### config.mk
export PLATFORM = sky130hd
export DESIGN_NAME = regs_wr_arbiter
export DESIGN_NICKNAME = d
export VERILOG_FILES = /design/src/rtl/regs_wr_arbiter.sv
export SDC_FILE = /design/constraint.sdc
export NUM_CORES = 1
export LEC_CHECK = 0
export ABC_AREA = 1
export CAP_MARGIN = 20
export CORE_AREA = 2 2 91 93
export CTS_CLUSTER_SIZE = 24
export DETAILED_ROUTE_END_ITERATION = 8
export DIE_AREA = 0 0 93 95
export DONT_BUFFER_PORTS = 1
export HOLD_SLACK_MARGIN = 0.1
export PLACE_DENSITY_LB_ADDON = 0.15
export RECOVER_POWER = 25
export SETUP_SLACK_MARGIN = 0.1
export SLEW_MARGIN = 20
export SYNTH_ARGS = -nofsm -noshare
export SYNTH_HDL_FRONTEND = slang
export SYNTH_SLANG_ARGS = --single-unit
export TNS_END_PERCENT = 30
### constraint.sdc
create_clock -name Clk -period 3.72 [get_ports Clk]
set_input_delay 0.186 -clock Clk [delete_from_list [all_inputs] [get_ports Clk]]
set_output_delay 0.186 -clock Clk [all_outputs]
set_load 0.02 [all_outputs]
### src/rtl/regs_wr_arbiter.sv
// Two-requester round-robin write arbiter in front of the register file.
// Grants are combinational. The chosen write is registered toward the
// register file one cycle later. Writes to address 0 are consumed but
// never issued, because register 0 is hard-wired.
module regs_wr_arbiter #(
  parameter int AW = 5,
  parameter int DW = 32
) (
  input  logic          Clk,
  input  logic          Reset,
  input  logic          Hold,
  input  logic          Req0,
  input  logic [AW-1:0] Addr0,
  input  logic [DW-1:0] Data0,
  output logic          Ack0,
  input  logic          Req1,
  input  logic [AW-1:0] Addr1,
  input  logic [DW-1:0] Data1,
  output logic          Ack1,
  output logic          Write_Reg,
  output logic [AW-1:0] W_Addr,
  output logic [DW-1:0] W_Data,
  output logic [15:0]   Wr_Cnt
);

  // Index of the most recently granted requester. It comes out of reset as 1,
  // so requester 0 wins the first contention.
  logic last;

  // Grant selection: reset or Hold blocks both grants; contention goes to the
  // requester that was not granted last.
  always_comb begin
    Ack0 = 1'b0;
    Ack1 = 1'b0;
    if (!Reset && !Hold) begin
      if (Req0 && Req1) begin
        Ack0 = last;
        Ack1 = ~last;
      end else begin
        Ack0 = Req0;
        Ack1 = Req1;
      end
    end
  end

  // Register the granted write, update the priority pointer and count issued writes.
  always_ff @(posedge Clk or posedge Reset) begin
    if (Reset) begin
      Write_Reg <= 1'b0;
      W_Addr    <= '0;
      W_Data    <= '0;
      Wr_Cnt    <= 16'd0;
      last      <= 1'b1;
    end else if (Ack0) begin
      W_Addr    <= Addr0;
      W_Data    <= Data0;
      last      <= 1'b0;
      Write_Reg <= (Addr0 != '0);
      if (Addr0 != '0) Wr_Cnt <= Wr_Cnt + 16'd1;
    end else if (Ack1) begin
      W_Addr    <= Addr1;
      W_Data    <= Data1;
      last      <= 1'b1;
      Write_Reg <= (Addr1 != '0);
      if (Addr1 != '0) Wr_Cnt <= Wr_Cnt + 16'd1;
    end else begin
      Write_Reg <= 1'b0;
    end
  end

endmodule

== Word-level counts from Yosys, hierarchy flattened ==
Index checks and enable logic that the tools add are counted.
Word-level totals
  bits in registers: 55
  input port bits: 79
  output and inout port bits: 56
  word-level logic and storage cells: 33
Operators by class
  $add $sub $neg: 1
  equality and inequality tests: 1
  multiplexer cells: 16
  bitwise logic cells: 1
  reductions and logical operators: 9
Operators by type and width (count)
  $mux 16: 4
  $mux 32: 2
  $add 16x1->16 const B: 1
  $mux 5: 2
  $reduce_bool 5->1: 2
  $mux 1: 8
  $reduce_bool 2->1: 2
  $reduce_and 3->1: 1
  $logic_and 1x1->1: 2
  $logic_not 1->1: 2
  $ne 2x1->1 const B: 1
  $not 1->1: 1

== Depth between registers and ports, before layout ==
Gate-level depths: netlist of run 1.
  depth after elaboration: 5
  gate-level depth with buffers: 9

== Worst setup path after synthesis of run 1 ==
Ideal clock, no wire load.
  path kind: register to register
  from: register Wr_Cnt[0]
  to: register Wr_Cnt[14]
  setup time: 117 ps
  arrival: 1395 ps
  required time: 3603 ps
  path slack: 2207 ps
  stages on the path, launching flop included: 9
  buffers on the path: 0
  period minus slack after synthesis: 1513 ps
  cells stage by stage: dfrtp_1 ha_1 nand2_1 nor2_2 nand3_1 nor2_1 nand2_1 nand2_1 nand2_1
Between the ends
  cells in the longest elaborated chain, start to end: 4
RTL lines
  start, declared: RTL line 23  | output logic [15:0] Wr_Cnt
  start signal, assigned: RTL line 59  | if (Addr0 != '0) Wr_Cnt <= Wr_Cnt + 16'd1;
  start signal, assigned: RTL line 65  | if (Addr1 != '0) Wr_Cnt <= Wr_Cnt + 16'd1;
  $add 16x1->16 *: RTL line 59, 65
  $mux 16: RTL line 65
  $mux 16: RTL line 60  | end else if (Ack1) begin
  $mux 16 *: RTL line 54  | end else if (Ack0) begin
Every way passes the cells marked *; elsewhere a longest branch is shown, timed or not. The select of a mux whose other input is x is not followed.
A chain may end at the register's enable or synchronous reset.

== Worst setup path in the final report of run 1 ==
  from: input Reset
  to: register W_Data[21]
Between the ends
  cells in the longest elaborated chain, start to end: 4
RTL lines
  start, declared: RTL line 10  | input logic Reset,
  $logic_not 1->1 (no source line)
  $logic_and 1x1->1: RTL line 35  | if (!Reset && !Hold) begin
  $mux 1: RTL line 35
  via Ack1: RTL line 19  | output logic Ack1,
  $reduce_bool 2->1 (no source line)
  end signal, assigned: RTL line 56  | W_Data <= Data0;
  end signal, assigned: RTL line 62  | W_Data <= Data1;
  end, declared: RTL line 22  | output logic [DW-1:0] W_Data,
The timed path passes the listed nets, and every way through them passes these cells.

==> flow_metrics.tcl, run 1 <==
set metrics [dict create \
    cap_violations 0 \
    die_height_um 95 \
    yosys-top-cells-area "dfrtp_1, nand2_1, nand3_1" \
    reg2reg_slack_ns 1.31 \
    status "completed" \
    start_kind "primary input" \
    antenna_found_initial 0 \
    syn_avg_cell_area_um2 7.67 \
    drtAntennaViolNets 0 \
    cp_num_cells 9 \
    hold_viol 0 \
    ys_seq_elements 55 \
    clock_skew_ns 0.00499 \
    ios 135 \
    cts.hold.buffers_added 77 \
    place_congestion 0.706 \
    drcViolationCount 0 \
    comb_power_share_pct 22.1 \
    max-slew-margin-rel_pct 49.4 \
    area_growth_pct 33.8 \
    cts_sinks 55 \
    r2r.worst_path.cells 8 \
    powerDensity_mw_per_mm2 481 \
    dpl.cell_count 447 \
    grt_pass1_wl_mm 12.3 \
    synth_top_area_share_pct 49.9 \
    critical-path-top-delay-family "buffers and inverters" \
    cpPeakStageDelay_ns 0.58 \
    netlist_area_mm2 0.00271 \
    drtPass1Iterations 4 \
    finalMaxSlewViolations 0 \
    yosysSeqAreaShare_pct 50.9 \
    timing.rr.start "last" \
    yosysWarnings 0 \
    fmax_mhz 407 \
    cts_tree "built" \
    worst_setup_path_end_kind "flip-flop" \
    grt_overflow 0 \
    core-area_mm2 0.00793 \
    initial_core_util_pct 34.1 \
    cts_made_buffers 5 \
    fin_tns_setup_ns 0 \
    h-tree-depth 2 \
    num-fill-cells 790 \
    critPathLaunch "Reset" \
    post-route-min-period_ns 2.46 \
    final.period_utilization_pct 66.1 \
    ctsRootBufferMaster "clkbuf_8" \
    crit_arrival_ns 2.65 \
    pwr-share-clk_pct 20.8 \
    p_seq_share_pct 57.1 \
    synth_cell_types 24 \
    met1_usage_pct 20.1 \
    grt_pass1_vias 2552 \
    grt_max_degree 54 \
    tightest_slew_ns 0.758 \
    wire_per_inst_um 13.9 \
    cp_slowest_cell "inv_2" \
    p_leak_nw 1.70 \
    syn-instance-count 353 \
    timing.rr.end "W_Data[21]" \
    path_cells "dlygate4sd3_1 -> nor2_2 -> nand3_1 -> inv_2 -> nor2_2 -> buf_4 -> nand2_1 -> nand3_1 -> dlygate4sd3_1" \
    swShare_pct 35.8 \
    use_met3_pct 5.59 \
    synth.largest_area_cell "dfrtp_1" \
    vias_per_cell 4.73 \
    dieArea_mm2 0.00884 \
    port_buffers 0 \
    clk_path_buf_depth 2 \
    dp_hpwl_mm 4.49 \
    drive_gt1_share_pct 5.39 \
    n_antenna_cell 0 \
    setup_viol 0 \
    crit_fanout 40 \
    rsz0062_at_grt "no" \
    cts_setup_buffers 0 \
    drtIter0Drc 41 \
    dr_total_vias 2519 \
    dieWidth_um 93 \
    routed_wl_mm 7.40 \
    top_usage_layer "met2" \
    timing.critical_path.buf_inv 4 \
    p_sw_mw 0.624 \
    clkLatencyLatePin_ns 0.30 \
    fp-row-count 33 \
    max-vdd-ir-drop_mv 0.192 \
    syn-num-nets 433 \
    min_path_type "primary input to async pin" \
    final_cell_count_no_fill 532 \
    worstSetupPathType "primary input to flip-flop" \
    crit_required_ns 3.91 \
    final_nets 506 \
    grt_use_total_pct 17.7 \
    use_met2_pct 32.1 \
    setup.worst_path.end "W_Data[21]" \
    clk_pin_slew_ns 0.10 \
    internal-power_mw 1.12 \
    post_cts_resized 0 \
]
-- worst min-delay path by stage --
stage	start	endpoint	slack [ns]
floorplan	Addr1[0]	W_Addr[0]	0.32
CTS	Reset	W_Data[28]	0.20
detailed placement	Reset	W_Addr[3]	-0.07
global route	Reset	W_Addr[3]	0.20
finish	Reset	W_Data[28]	0.23
global placement	Reset	W_Addr[3]	-0.08
-- power by group through the flow --
stage | clock [mW] | combinational, mW | sequential (mW)
after floorplan | 0 | 0.189 | 0.965
after global placement | 0 | 0.208 | 1.01
after detailed placement | 0 | 0.216 | 1.00
after CTS | 0.381 | 0.379 | 0.995
after global routing | 0.410 | 0.441 | 1.01
final | 0.363 | 0.385 | 0.994
-- metal layers --
| layer | vias to the layer above | share of wire, % |
|---|---|---|
| met5 | - | 0 |
| met4 | 0 | 1.6 |
| met3 | 11 | 7.7 |
| met2 | 103 | 50 |
| met1 | 1166 | 41 |
| li1 | 1239 | - |
-- registers in the layout (all words and copies together) (netlist names) --
signal     cells
last           1
Wr_Cnt        16
W_Addr         5
W_Data        32
Write_Reg      1
-- worst reg2reg max path, cell delays in order, from the launching register on --
cell	delay, ns
dfstp_2	0.56
nand2_1	0.05
nand3_1	0.11
inv_2	0.31
nor2_2	0.17
buf_4	0.37
nand2_1	0.14
nand3_1	0.09
dlygate4sd3_1	0.55
-- Yosys cell counts (all sizes together) --
library cell	n
buf	14
dfrtp	54
dfstp	1
ha	1
inv	22
nand2	176
nand3	54
nand3b	2
nand4	2
nor2	20
nor3	2
o21ai	1
or2	1
xnor2	1
xor2	2
-- cells by family after synthesis --
logic type / after synthesis / synth area share, %
AOI/OAI and AO/OA: 1 / 0.185
xor gates and xnor gates: 3 / 1.25
adders and majority gates: 1 / 0.462
buffers and inverters: 36 / 7.12
DFF: 55 / 50.9
and+or+nand+nor: 257 / 40.1
-- per-stage QoR --
stage                     setup slack, ns  power (mW)  util, %  hold WS, ns  cell area (um2)
after detailed placement             1.77        1.22     34.7      -0.0731             2750
after global placement               1.82        1.22     34.7      -0.0751             2750
after floorplan                      2.19        1.15        -        0.319             2710
after global routing                 1.14        1.86     45.7        0.200             3620
final                                1.26        1.74     45.7        0.226             3620
after CTS                            1.29        1.76     45.7        0.197             3620
-- layout by cell type (no fill, tap or decap), types with 2 or more instances in the layout --
cell / n
nand4_1: 2
nor2_1: 15
inv_1: 21
nor2_2: 4
nand2_1: 173
dfrtp_1: 54
buf_4: 3
nand3_1: 54
clkbuf_8: 7
dlygate4sd3_1: 77
nand3b_1: 2
nand2_2: 2
-- final cells by class --
type	instances	area (um2)	area share (%)
Timing Repair Buffer	80	793	21.9
Sequential cell	55	1380	38.0
Tap cell	105	131	3.63
Clock buffer	8	100	2.76
Inverter	22	82.6	2.28
Multi-Input combinational cell	262	1140	31.4
Power figures use the tool's default switching activity.
==> run 2: changes to the inputs <==
ABC_AREA = 0   (was 1)
CORE_AREA = 2 2 86 88   (was 2 2 91 93)
DIE_AREA = 0 0 88 90   (was 0 0 93 95)
clock period = 2.12 ns   (was 3.72 ns; I/O delays follow)
==> run 2 against run 1 <==
Effect of this change: final cell count fell by 29%; routed wire length fell by 5.3%; setup slack got worse by 0.94 ns; flip-flop and latch count did not move; hold slack got worse by 0.073 ns; area after synthesis fell by 13%.
==> flow_metrics.tcl, run 2 <==
set metrics [dict create \
    status "completed" \
    drtPass1Iterations 6 \
    routed_wl_mm 7.00 \
    cpPeakStageDelay_ns 0.58 \
    async_flop_share_pct 100 \
    yosys-top-cells-area "dfrtp_1, a222oi_1, inv_1" \
    drtAntennaViolNets 0 \
    dp_hpwl_mm 4.31 \
    clock_skew_ns 0.00450 \
    largest_reg_flops 32 \
    port_buffers 0 \
    wire_per_inst_um 18.5 \
    fmax_mhz 555 \
    cts_setup_buffers 0 \
    min_path_type "primary input to flip-flop" \
    hp-start "Req0" \
    reg_top3 "W_Data (32), Wr_Cnt (16), W_Addr (5)" \
    synthTopCellsByCount "dfrtp_1, inv_1, a222oi_1, xnor2_1" \
    grt_pass1_wl_mm 10.7 \
    netlist_area_mm2 0.00236 \
    dieArea_mm2 0.00792 \
    post-place-ws_ns 0.424 \
    timing.critical_path.buf_inv 2 \
    num-fill-cells 616 \
    finalMaxSlewViolations 0 \
    final_common_cell "dlygate4sd3_1" \
    holdWs_ns 0.153 \
    tightest_slew_ns 1.00 \
    place_congestion 0.758 \
    dr_total_vias 2084 \
    grt_max_degree 39 \
    h-tree-depth 2 \
    worst_slack_ns 0.319 \
    core-area_mm2 0.00702 \
    grt_pass1_vias 2160 \
    syn_avg_cell_area_um2 11.9 \
    worstSetupPathType "primary input to output pin" \
    crit_arrival_ns 1.70 \
    hold_viol 0 \
    cp_num_cells 4 \
    n_antenna_cell 0 \
    ys_seq_elements 55 \
    worst_setup_path_end_kind "output pin" \
    area_growth_pct 43.1 \
    yosysSeqAreaShare_pct 58.4 \
    cts_tree "built" \
    ctsRootBufferMaster "clkbuf_8" \
    layout_common_cells "dlygate4sd3_1, dfrtp_1, inv_1" \
    cts_sinks 55 \
    vias_per_cell 5.50 \
    critPathLaunch "Reset" \
    start_kind "primary input" \
    final.period_utilization_pct 85.0 \
    antenna_found_initial 0 \
    syn-instance-count 199 \
    post-route-min-period_ns 1.80 \
    drive_gt1_share_pct 8.93 \
    initial_core_util_pct 33.6 \
    synth_cell_types 29 \
    die_height_um 90 \
    ios 135 \
    timing.rr.start "last" \
    clkLatencyLatePin_ns 0.30 \
    cts_made_buffers 5 \
    synth.largest_area_cell "dfrtp_1" \
    synth_top_area_share_pct 57.3 \
    clk_path_buf_depth 2 \
    synth_edf_count 0 \
    crit_fanout 38 \
    setup_viol 0 \
    post-route-util_pct 48.1 \
    drtIter0Drc 253 \
    max-vdd-ir-drop_mv 0.390 \
    path_cells "dlygate4sd3_1 -> nor3b_2 -> and2_2 -> buf_4" \
    yosysWarnings 0 \
    r2r.worst_path.cells 5 \
    cap_violations 0 \
    hold_depth 2 \
    crit_required_ns 2.01 \
    critical-path-top-delay-family "buffers and inverters" \
    grt_use_total_pct 17.3 \
    powerDensity_mw_per_mm2 813 \
    cp_slowest_cell "dlygate4sd3_1" \
    p_leak_nw 1.56 \
    drcViolationCount 0 \
    max-slew-margin-rel_pct 33.0 \
    synth.most_common_cell "dfrtp_1" \
    clk_pin_slew_ns 0.09 \
    dieWidth_um 88 \
    fin_tns_setup_ns 0 \
    final_nets 359 \
    top_register "W_Data" \
    synth_ff_type "dfrtp_1" \
    rsz0062_at_grt "no" \
    grt_overflow 0 \
    syn-num-nets 279 \
    fp-row-count 31 \
]
==> run 2: path summary, 6_finish.rpt <==
kind | to | slack [ns]
setup / recovery | Ack0 | 0.32
hold / removal | last | 0.15
setup reg to reg | Wr_Cnt[1] | 0.43
hold reg to reg | last | 0.51
max in group asynchronous | W_Addr[4] | 0.69
min in group asynchronous | W_Data[14] | 0.55
==> run 2: kinds of logic (layout without fill, tap and decap cells) <==
kind of cell               Yosys count  count (layout)  share of synthesized area, %
DFF                                 55              55                          58.4
muxes                                2               2                         0.901
adders and majority gates            1               1                         0.530
and+or+nand+nor                     33              33                          8.11
buffers and inverters               51             132                          8.64
AOI/OAI and AO/OA                   42              42                          17.9
xor gates and xnor gates            15              15                          5.57
==> run 2: metrics by stage <==
step / area (um2) / power, mW / instances
2_1_floorplan: 2360 / 1.90 / 199
3_3_place_gp: 2490 / 1.98 / 293
3_5_place_dp: 2490 / 2.01 / 293
4_1_cts: 3380 / 2.76 / 379
5_1_grt: 3380 / 2.89 / 379
6_report: 3380 / 2.74 / 379
==> run 2: final cells by class <==
type	instances	area (um2)	area share [%]
tap	99	124	3.67
timing repair buffer	86	841	24.9
inverter	38	143	4.23
clock buffer	8	100	2.97
sequential	55	1380	40.8
multi-input combinational	93	791	23.4
==> run 2: timing repair <==
action / CTS / global route
hold buffers: 78 / 0
hold endpoints to repair: 62 / 0
gates resized for setup: 0 / 0
==> run 2: metal layers <==
| layer | vias to the layer above | track usage (%) | share of wire [%] | wire [um] |
|---|---|---|---|---|
| li1 | 898 | - | - | - |
| met1 | 1022 | 19.1 | 37 | 2560 |
| met2 | 153 | 30.8 | 51 | 3540 |
| met3 | 11 | 6.24 | 12 | 806 |
| met4 | 0 | 4.49 | 1.3 | 91 |
| met5 | - | 0 | 0 | 0 |
==> run 2: report_power, final <==
group | internal [mW] | switching (mW) | leakage (nW)
Combinational | 0.272 | 0.202 | 0.813
Sequential | 1.23 | 0.418 | 0.699
Clock | 0.299 | 0.321 | 0.0515
Total | 1.80 | 0.940 | 1.56
